$ cat config.mk
export PLATFORM = sky130hd
export DESIGN_NAME = frame_retriever
export DESIGN_NICKNAME = d
export VERILOG_FILES = /design/src/rtl/frame_retriever_pkg.sv /design/src/rtl/byte_serializer.sv /design/src/rtl/frame_retriever.sv
export SDC_FILE = /design/constraint.sdc
export NUM_CORES = 1
export LEC_CHECK = 0
export ABC_CLOCK_PERIOD_IN_PS = 2900
export CAP_MARGIN = 0
export CORE_MARGIN = 4
export CORE_UTILIZATION = 40
export CTS_CLUSTER_SIZE = 28
export DETAILED_ROUTE_END_ITERATION = 16
export SYNTH_ARGS = -nofsm -noshare
export SYNTH_HDL_FRONTEND = slang
export SYNTH_HIERARCHICAL = 1
export SYNTH_SLANG_ARGS = --single-unit
$ cat constraint.sdc
create_clock -name clk -period 2.9 [get_ports clk]
set_clock_uncertainty 0.2 [all_clocks]
set_input_delay 0.435 -clock clk [delete_from_list [all_inputs] [get_ports clk]]
set_output_delay 0.435 -clock clk [all_outputs]
set_load 0.02 [all_outputs]
$ cat src/rtl/frame_retriever_pkg.sv
// frame_retriever_pkg
//   Shared definitions for the frame retriever: FSM state encoding,
//   parameter default values and the width of the read-latency counter.
package frame_retriever_pkg;

  localparam int unsigned ADDR_W_DEF      = 16;
  localparam int unsigned BPW_DEF         = 1;
  localparam int unsigned RD_LAT_DEF      = 1;
  localparam int unsigned DRAIN_TICKS_DEF = 2;

  // RD_LAT is limited to 1..3, so two bits cover the latency counter.
  localparam int unsigned LAT_W = 2;

  typedef enum logic [2:0] {
    ST_IDLE  = 3'd0,
    ST_FETCH = 3'd1,
    ST_SEND  = 3'd2,
    ST_DRAIN = 3'd3,
    ST_DONE  = 3'd4
  } state_e;

endpackage

$ cat src/rtl/byte_serializer.sv
// byte_serializer
//   Holds one memory word and hands it to the UART transmitter one byte at
//   a time, lowest lane first, using a valid/ready handshake.
// Ports:
//   clk, rst_n   clock and synchronous active-low reset
//   clr          drop the current word immediately (abort)
//   load         capture word and start presenting lane 0
//   word         8*BPW-bit memory word
//   tx_ready     transmitter accepts tx_data this cycle
//   tx_data      byte presented to the transmitter (registered)
//   tx_valid     tx_data valid (registered)
//   word_done    last lane accepted this cycle (combinational)
module byte_serializer #(
  parameter int unsigned BPW = 1
) (
  input  logic             clk,
  input  logic             rst_n,
  input  logic             clr,
  input  logic             load,
  input  logic [8*BPW-1:0] word,
  input  logic             tx_ready,
  output logic [7:0]       tx_data,
  output logic             tx_valid,
  output logic             word_done
);

  localparam int unsigned LANE_W = (BPW > 1) ? $clog2(BPW) : 1;
  localparam logic [LANE_W-1:0] LAST_LANE = LANE_W'(BPW - 1);
  localparam logic [LANE_W-1:0] ONE_LANE  = LANE_W'(1'b1);

  logic [8*BPW-1:0]  word_q, word_d;
  logic [LANE_W-1:0] lane_q, lane_d;
  logic [7:0]        tx_data_q, tx_data_d;
  logic              tx_valid_q, tx_valid_d;

  // Select byte lane k of a word.
  function automatic logic [7:0] lane_byte(input logic [8*BPW-1:0] w,
                                           input logic [LANE_W-1:0] k);
    logic [7:0] b;
    b = w[7:0];
    for (int i = 0; i < int'(BPW); i++) begin
      if (k == LANE_W'(i)) begin
        b = w[8*i +: 8];
      end else begin
        b = b;
      end
    end
    return b;
  endfunction

  // Lane sequencing: tx_data is updated to the next lane in the very cycle
  // the current one is accepted, so it never changes while stalled.
  always_comb begin
    word_d     = word_q;
    lane_d     = lane_q;
    tx_data_d  = tx_data_q;
    tx_valid_d = tx_valid_q;
    word_done  = 1'b0;
    if (clr) begin
      tx_valid_d = 1'b0;
      lane_d     = '0;
    end else if (load) begin
      word_d     = word;
      lane_d     = '0;
      tx_data_d  = word[7:0];
      tx_valid_d = 1'b1;
    end else if (tx_valid_q && tx_ready) begin
      if (lane_q == LAST_LANE) begin
        tx_valid_d = 1'b0;
        lane_d     = '0;
        word_done  = 1'b1;
      end else begin
        lane_d    = lane_q + ONE_LANE;
        tx_data_d = lane_byte(word_q, lane_q + ONE_LANE);
      end
    end else begin
      tx_valid_d = tx_valid_q;
    end
  end

  // Serializer state registers.
  always_ff @(posedge clk) begin
    if (!rst_n) begin
      word_q     <= '0;
      lane_q     <= '0;
      tx_data_q  <= 8'h00;
      tx_valid_q <= 1'b0;
    end else begin
      word_q     <= word_d;
      lane_q     <= lane_d;
      tx_data_q  <= tx_data_d;
      tx_valid_q <= tx_valid_d;
    end
  end

  assign tx_data  = tx_data_q;
  assign tx_valid = tx_valid_q;

endmodule

$ cat src/rtl/frame_retriever.sv
// frame_retriever
//   Reads a block of words from a synchronous memory and streams it byte
//   by byte to a UART transmitter, then waits for the transmitter to drain.
// Ports:
//   clk, rst_n           clock, synchronous active-low reset
//   start_n              active-low start request (falling edge starts)
//   abort                cancel current frame
//   base_addr, last_idx  first word address and word count minus 1
//   mem_addr, mem_ren    memory read request
//   mem_rdata            read data, valid RD_LAT cycles after mem_ren
//   tx_data, tx_valid    byte stream to the transmitter
//   tx_ready, tx_tick    transmitter accept and byte-complete pulse
//   busy, fin, aborted   status: frame active, normal end, abort end
module frame_retriever
  import frame_retriever_pkg::*;
#(
  parameter int unsigned ADDR_W      = ADDR_W_DEF,
  parameter int unsigned BPW         = BPW_DEF,
  parameter int unsigned RD_LAT      = RD_LAT_DEF,
  parameter int unsigned DRAIN_TICKS = DRAIN_TICKS_DEF
) (
  input  logic              clk,
  input  logic              rst_n,
  input  logic              start_n,
  input  logic              abort,
  input  logic [ADDR_W-1:0] base_addr,
  input  logic [ADDR_W-1:0] last_idx,
  output logic [ADDR_W-1:0] mem_addr,
  output logic              mem_ren,
  input  logic [8*BPW-1:0]  mem_rdata,
  output logic [7:0]        tx_data,
  output logic              tx_valid,
  input  logic              tx_ready,
  input  logic              tx_tick,
  output logic              busy,
  output logic              fin,
  output logic              aborted
);

  localparam int unsigned TICK_W = $clog2(DRAIN_TICKS + 1) + 1;
  localparam logic [TICK_W-1:0] TICK_TARGET = TICK_W'(DRAIN_TICKS);
  localparam logic [TICK_W-1:0] ONE_TICK    = TICK_W'(1'b1);
  localparam logic [LAT_W-1:0]  LAT_LAST    = LAT_W'(RD_LAT);
  localparam logic [LAT_W-1:0]  ONE_LAT     = LAT_W'(1'b1);
  localparam logic [ADDR_W-1:0] ONE_ADDR    = ADDR_W'(1'b1);

  state_e            state_q, state_d;
  logic [ADDR_W-1:0] base_q, base_d;
  logic [ADDR_W-1:0] last_q, last_d;
  logic [ADDR_W-1:0] idx_q, idx_d;
  logic [LAT_W-1:0]  lat_q, lat_d;
  logic [TICK_W-1:0] tick_q, tick_d;
  logic [ADDR_W-1:0] mem_addr_q, mem_addr_d;
  logic              mem_ren_q, mem_ren_d;
  logic              busy_q, busy_d;
  logic              fin_q, fin_d;
  logic              aborted_q, aborted_d;
  // Remembers that start was already requested last cycle; resets to 1 so a
  // start_n held low through reset release is not taken as a new request.
  logic              start_seen_q, start_seen_d;

  logic              start_edge_s;
  logic              ser_load_s;
  logic              ser_clr_s;
  logic              word_done_s;

  byte_serializer #(
    .BPW(BPW)
  ) u_ser (
    .clk      (clk),
    .rst_n    (rst_n),
    .clr      (ser_clr_s),
    .load     (ser_load_s),
    .word     (mem_rdata),
    .tx_ready (tx_ready),
    .tx_data  (tx_data),
    .tx_valid (tx_valid),
    .word_done(word_done_s)
  );

  assign start_edge_s = !start_seen_q && !start_n;

  // Next-state and output logic; abort overrides every other event.
  always_comb begin
    state_d      = state_q;
    base_d       = base_q;
    last_d       = last_q;
    idx_d        = idx_q;
    lat_d        = lat_q;
    tick_d       = tick_q;
    mem_addr_d   = mem_addr_q;
    mem_ren_d    = 1'b0;
    aborted_d    = 1'b0;
    ser_load_s   = 1'b0;
    ser_clr_s    = 1'b0;
    start_seen_d = !start_n;
    if ((state_q != ST_IDLE) && abort) begin
      state_d   = ST_IDLE;
      ser_clr_s = 1'b1;
      aborted_d = 1'b1;
    end else begin
      case (state_q)
        ST_IDLE: begin
          if (start_edge_s) begin
            base_d     = base_addr;
            last_d     = last_idx;
            idx_d      = '0;
            lat_d      = '0;
            tick_d     = '0;
            mem_addr_d = base_addr;
            mem_ren_d  = 1'b1;
            state_d    = ST_FETCH;
          end else begin
            state_d = ST_IDLE;
          end
        end
        ST_FETCH: begin
          // lat_q counts cycles since mem_ren; data is on the bus at RD_LAT.
          if (lat_q == LAT_LAST) begin
            ser_load_s = 1'b1;
            state_d    = ST_SEND;
          end else begin
            lat_d = lat_q + ONE_LAT;
          end
        end
        ST_SEND: begin
          if (word_done_s) begin
            if (idx_q == last_q) begin
              // A tick in the same cycle as the last accept already counts.
              if (tx_tick) begin
                if (ONE_TICK >= TICK_TARGET) begin
                  state_d = ST_DONE;
                end else begin
                  tick_d  = ONE_TICK;
                  state_d = ST_DRAIN;
                end
              end else begin
                tick_d  = '0;
                state_d = ST_DRAIN;
              end
            end else begin
              idx_d      = idx_q + ONE_ADDR;
              mem_addr_d = base_q + idx_q + ONE_ADDR;
              mem_ren_d  = 1'b1;
              lat_d      = '0;
              state_d    = ST_FETCH;
            end
          end else begin
            state_d = ST_SEND;
          end
        end
        ST_DRAIN: begin
          if (tx_tick) begin
            if ((tick_q + ONE_TICK) >= TICK_TARGET) begin
              state_d = ST_DONE;
            end else begin
              tick_d = tick_q + ONE_TICK;
            end
          end else begin
            state_d = ST_DRAIN;
          end
        end
        ST_DONE: begin
          state_d = ST_IDLE;
        end
        default: begin
          state_d = ST_IDLE;
        end
      endcase
    end
    busy_d = (state_d != ST_IDLE);
    fin_d  = (state_d == ST_DONE);
  end

  // Control and output registers.
  always_ff @(posedge clk) begin
    if (!rst_n) begin
      state_q      <= ST_IDLE;
      base_q       <= '0;
      last_q       <= '0;
      idx_q        <= '0;
      lat_q        <= '0;
      tick_q       <= '0;
      mem_addr_q   <= '0;
      mem_ren_q    <= 1'b0;
      busy_q       <= 1'b0;
      fin_q        <= 1'b0;
      aborted_q    <= 1'b0;
      start_seen_q <= 1'b1;
    end else begin
      state_q      <= state_d;
      base_q       <= base_d;
      last_q       <= last_d;
      idx_q        <= idx_d;
      lat_q        <= lat_d;
      tick_q       <= tick_d;
      mem_addr_q   <= mem_addr_d;
      mem_ren_q    <= mem_ren_d;
      busy_q       <= busy_d;
      fin_q        <= fin_d;
      aborted_q    <= aborted_d;
      start_seen_q <= start_seen_d;
    end
  end

  assign mem_addr = mem_addr_q;
  assign mem_ren  = mem_ren_q;
  assign busy     = busy_q;
  assign fin      = fin_q;
  assign aborted  = aborted_q;

endmodule

==> results.env, run 1 <==
RUN_STATUS='complete, no violations'
SEQUENTIAL_SHARE_OF_POWER_PCT=41.1
CAP_VIOL_MAX_COUNT=0
CTS.PATH.MAX_BUFFERS=2
CRITICAL-PATH-MAX-STAGE-DELAY_NS=0.52
FILL_CELLS=1120
GRT_MAX_DEGREE=33
DRT_FIRST_PASS_ITERS=5
FINAL_DESIGN_AREA_NO_FILL_SQ_UM=6168
DIE_AREA_SQ_UM=13930
POST-DP-HPWL_MICRONS=9258
CTS_BUF_COUNT=9
INITIAL_UTILIZATION_PCT=41.70
ROUTE.ANTENNA.REMAINING_NETS=0
TIMING.CRITICAL_PATH.REQUIRED_NS=2.98
PLACE_CONGESTION=0.8920
VIAS_IN_THE_FIRST_GLOBAL_ROUTE=4299
TOP_LEVEL_PORTS=75
TRACK_USAGE_PCT=18.03
PLACED_CELL_AREA_SQ_UM=5792
ANTENNA_VIOLATIONS_BEFORE_REPAIR=0
SYNTH_ASYNC_SR_FLOP_SHARE_PCT=0
SYNTH.NET_COUNT=640
SYNTH_EDF_COUNT=0
TOTAL_WIRE_LENGTH_AFTER_DETAILED_ROUTING_MICRONS=12550
RSZ_0062_RAISED_AFTER_GLOBAL_ROUTING='no'
SYN2LAYOUT_AREA_GROWTH_PCT=27.36
SETUP_VIOL=0
SYN-MEAN-INSTANCE-AREA_SQ_UM=8.438
FINAL_LAYOUT_SIZE_SUFFIX_GT1_SHARE_PCT=11.11
FIRST_ITER_VIOLATIONS=342
WORST_SETUP_PATH_START_KIND='flip-flop'
FINALMAXSLEWVIOLATIONS=0
YOSYSUNIQUECELLTYPES=69
POWER_PER_CELL_AREA_nW_PER_UM2=484.7
NUM-NETS-FINAL=718
CTS.ROOT.BUFFER_CELL='clkbuf_16'
SWITCHING_POWER_uW=668.2
BUFFER_PORTS.INSERTED=74
POSTCTSHOLDBUFS=0
DETAIL_ROUTE.DRC_VIOLATIONS=0
IR_WORST_VDD_V=0.0003410
FIN_WORST_HOLD_SLACK_NS=0.2499
SYNTH.YOSYS.SEQ_AREA_SHARE_PCT=35.55
SYNTH-WARNING-COUNT=6
POST-PLACE-CELLS=784
SYN-CELL-AREA_SQ_UM=4843
GRT_FIRST_PASS_WIRELENGTH_MICRONS=20640
MAX_SLEW_MARGIN_PCT=57.52
LEAKAGEPOWER_uW=0.002345
ROUTE.DETAILED.WL_PER_INST_MICRONS=15.68
WORSTSETUPPATHTYPE='reg -> reg'
CLOCKPOWERSHARE_PCT=48.3
FINAL.PERIOD_UTILIZATION_PCT=93.04
TIMING.CRITICAL_PATH.FANOUT_MAX=10
SYNTH-MAIN-FF-CELL='dfxtp_1'
DIEHEIGHT_MICRONS=118.0
FINALHOLDVIOLCOUNT=0
MIN-DELAY-PATH-CLASS='reg -> reg'
GRT-OVFL-TOTAL=0
ROUTE.VIAS.TOTAL=4367
CPMAXSTAGEDELAYCELL='or4_1'
CLOCK_SINKS=86
CP_CELL_SEQUENCE='or3_4, nand2_2, inv_2, nor4bb_4, and3b_1, o21ai_4, a21o_2, or4_1, a21oi_1'
ROW_COUNT=39
YS_SEQ_ELEMENTS=86
CLKSLEWWORSTSETUPHOLDPATHS_NS=0.06
CRIT_PATH_END_KIND='flip-flop'
CRITICAL_PATH.TOP_DELAY_FAMILY='simple AND/OR/NAND/NOR gates'
PORTION_OF_TOTAL_POWER_ATTRIBUTED_TO_COMBINATIONAL_LOGIC_PCT=10.6
LAYOUTNONFILLERINSTCOUNT=800
FMAX_MHz=370.6
POSTSYNTHCELLCOUNT=574
POST-ROUTE-MIN-PERIOD_NS=2.698
ROUTED_VIA_DENSITY=5.459
CTS_TREE='yes'
SWSHARE_PCT=22.35
POWER_REPORT.INTERNAL_TOTAL_uW=2322
DIEWIDTH_MICRONS=118.0
WORSTSKEWPAIRLATENCY_NS=0.35
TIMING_WORST_SLEW_PIN_VALUE_NS=0.6211
HTREE_LEVELS=3
ANTENNADIODECOUNT=0
CRITPATHARRIVALTIME_NS=2.78
TOTAL_CORE_AREA_SQ_UM=11610
CRITICAL_PATH.N_BUFFERS_INVERTERS=1
-- worst reg2reg max path, stage by stage (launching register included) --
cell and delay (ns):
dfxtp_1 0.31, or3_4 0.42, nand2_2 0.09, inv_2 0.06
nor4bb_4 0.28, and3b_1 0.25, o21ai_4 0.08, a21o_2 0.27
or4_1 0.52, a21oi_1 0.16
-- path summary, 6_finish.rpt --
check | from | endpoint | slack (ns) | depth (start not counted)
min | u_ser/tx_data[4] | u_ser/tx_data[4] | 0.25 | 2
min reg2reg | u_ser/tx_data[4] | u_ser/tx_data[4] | 0.25 | 2
max reg2reg | state_q[0] | idx_q[15] | 0.20 | 9
max | state_q[0] | idx_q[15] | 0.20 | 9
-- cell families (layout without fill, tap and decap cells) --
family	count (synthesis)	count (layout)	synth area share, %
XOR/XNOR	28	28	5.063
AND/OR/NAND/NOR	232	232	25.06
buffers and inverters	53	136	5.916
flip-flops	86	86	35.55
multiplexers	10	10	2.093
AO/OA/AOI/OAI	145	145	21.00
adder cells (fa/ha/maj)	20	20	5.322
-- registers in the layout, indices dropped and copies added, names as in the netlist --
signal	cells
aborted	1
base_q	16
busy	1
fin	1
idx_q	16
last_q	16
lat_q	2
mem_addr	16
mem_ren	1
start_seen_q	1
state_q	3
tick_q	3
u_ser/tx_data	8
u_ser/tx_valid	1
-- power by group through the flow --
stage	Sequential, uW	Clock, uW	Combinational [uW]
floorplan	1270	0	165
global placement	1260	0	313
detailed placement	1260	0	316
CTS	1230	1470	318
global route	1230	1510	346
finish	1230	1440	317
-- per-stage QoR --
step	TNS (ns)	setup slack, ns	power, uW	util, %
6_report	0	0.2018	2990	53.11
4_1_cts	0	0.1841	3016	53.07
3_5_place_dp	-0.2810	-0.07724	1572	49.87
5_1_grt	0	0.04466	3089	53.11
2_1_floorplan	0	0.01342	1431	-
3_3_place_gp	-0.1586	-0.06639	1569	49.87
-- layout make-up --
type | instances | area (sq um) | share of cell area, %
flip-flops and latches | 86 | 1722 | 27.91
well taps | 143 | 178.9 | 2.901
multi-input cells | 435 | 2868 | 46.49
clock inverters | 6 | 132.6 | 2.150
clock buffers | 10 | 239.0 | 3.874
repair buffers | 106 | 975.9 | 15.82
inverters | 14 | 52.55 | 0.8519
-- cell usage after synthesis, types with 3 or more instances --
library cell | number | area (sq um)
a2111oi_0 | 4 | 35.03
mux2i_1 | 9 | 90.09
nand2_1 | 109 | 409.1
or4_1 | 4 | 30.03
and3_1 | 6 | 37.54
o211a_1 | 6 | 60.06
nor2_1 | 24 | 90.09
inv_1 | 14 | 52.55
clkbuf_1 | 19 | 71.32
dfxtp_1 | 86 | 1722
o211ai_1 | 10 | 75.07
nand4b_1 | 5 | 43.79
nor2b_1 | 11 | 68.82
o21ai_0 | 24 | 120.1
a21boi_0 | 34 | 255.2
ha_1 | 19 | 237.7
o31ai_1 | 3 | 22.52
buf_4 | 3 | 22.52
o221ai_1 | 3 | 26.28
buf_6 | 5 | 56.30
nand2b_1 | 8 | 50.05
a21oi_1 | 26 | 130.1
o21ai_1 | 4 | 20.02
xnor2_1 | 25 | 219.0
or3_1 | 3 | 18.77
xor2_1 | 3 | 26.28
nor3_1 | 8 | 40.04
o21a_1 | 4 | 30.03
a31oi_1 | 4 | 25.02
buf_2 | 10 | 50.05
nand4_1 | 11 | 68.82
nand3b_1 | 3 | 22.52
a211oi_1 | 3 | 22.52
nand4b_4 | 3 | 71.32
nand3_1 | 21 | 105.1
-- layout by cell type, fill, tap and decap left out, types with 21 or more instances in the layout --
cell and instances:
dfxtp_1 86, nand3_1 21, a21boi_0 34, clkdlybuf4s50_1 73
buf_4 32, o21ai_0 24, nor2_1 24, a21oi_1 25
xnor2_1 25, nand2_1 108
-- per-layer routing --
layer  share of wire, %  wire length, microns  GRT usage, %
met4                1.7                   213         7.619
met5                  0                     0             0
met1                 46                  5830         23.31
met2                 47                  5894         29.36
met3                4.8                   608         3.460
-- repair_timing --
action | CTS | global route
gates resized for setup | 0 | 2
setup endpoints to repair | 0 | 2
buffers inserted | 0 | 0
endpoints found under the hold margin | 0 | 0
No activity file was read; power rests on OpenSTA's default activity.
==> run 2, diff against run 1 <==
--- a/config.mk
+++ b/config.mk
@@ -9,8 +9,9 @@
 export CAP_MARGIN = 0
 export CORE_MARGIN = 4
 export CORE_UTILIZATION = 40
-export CTS_CLUSTER_SIZE = 28
+export CTS_CLUSTER_SIZE = 12
 export DETAILED_ROUTE_END_ITERATION = 16
+export SLEW_MARGIN = 20
 export SYNTH_ARGS = -nofsm -noshare
 export SYNTH_HDL_FRONTEND = slang
 export SYNTH_HIERARCHICAL = 1
==> results of run 2 <==
Final layout, timing and power as in run 1 (identical DEF).
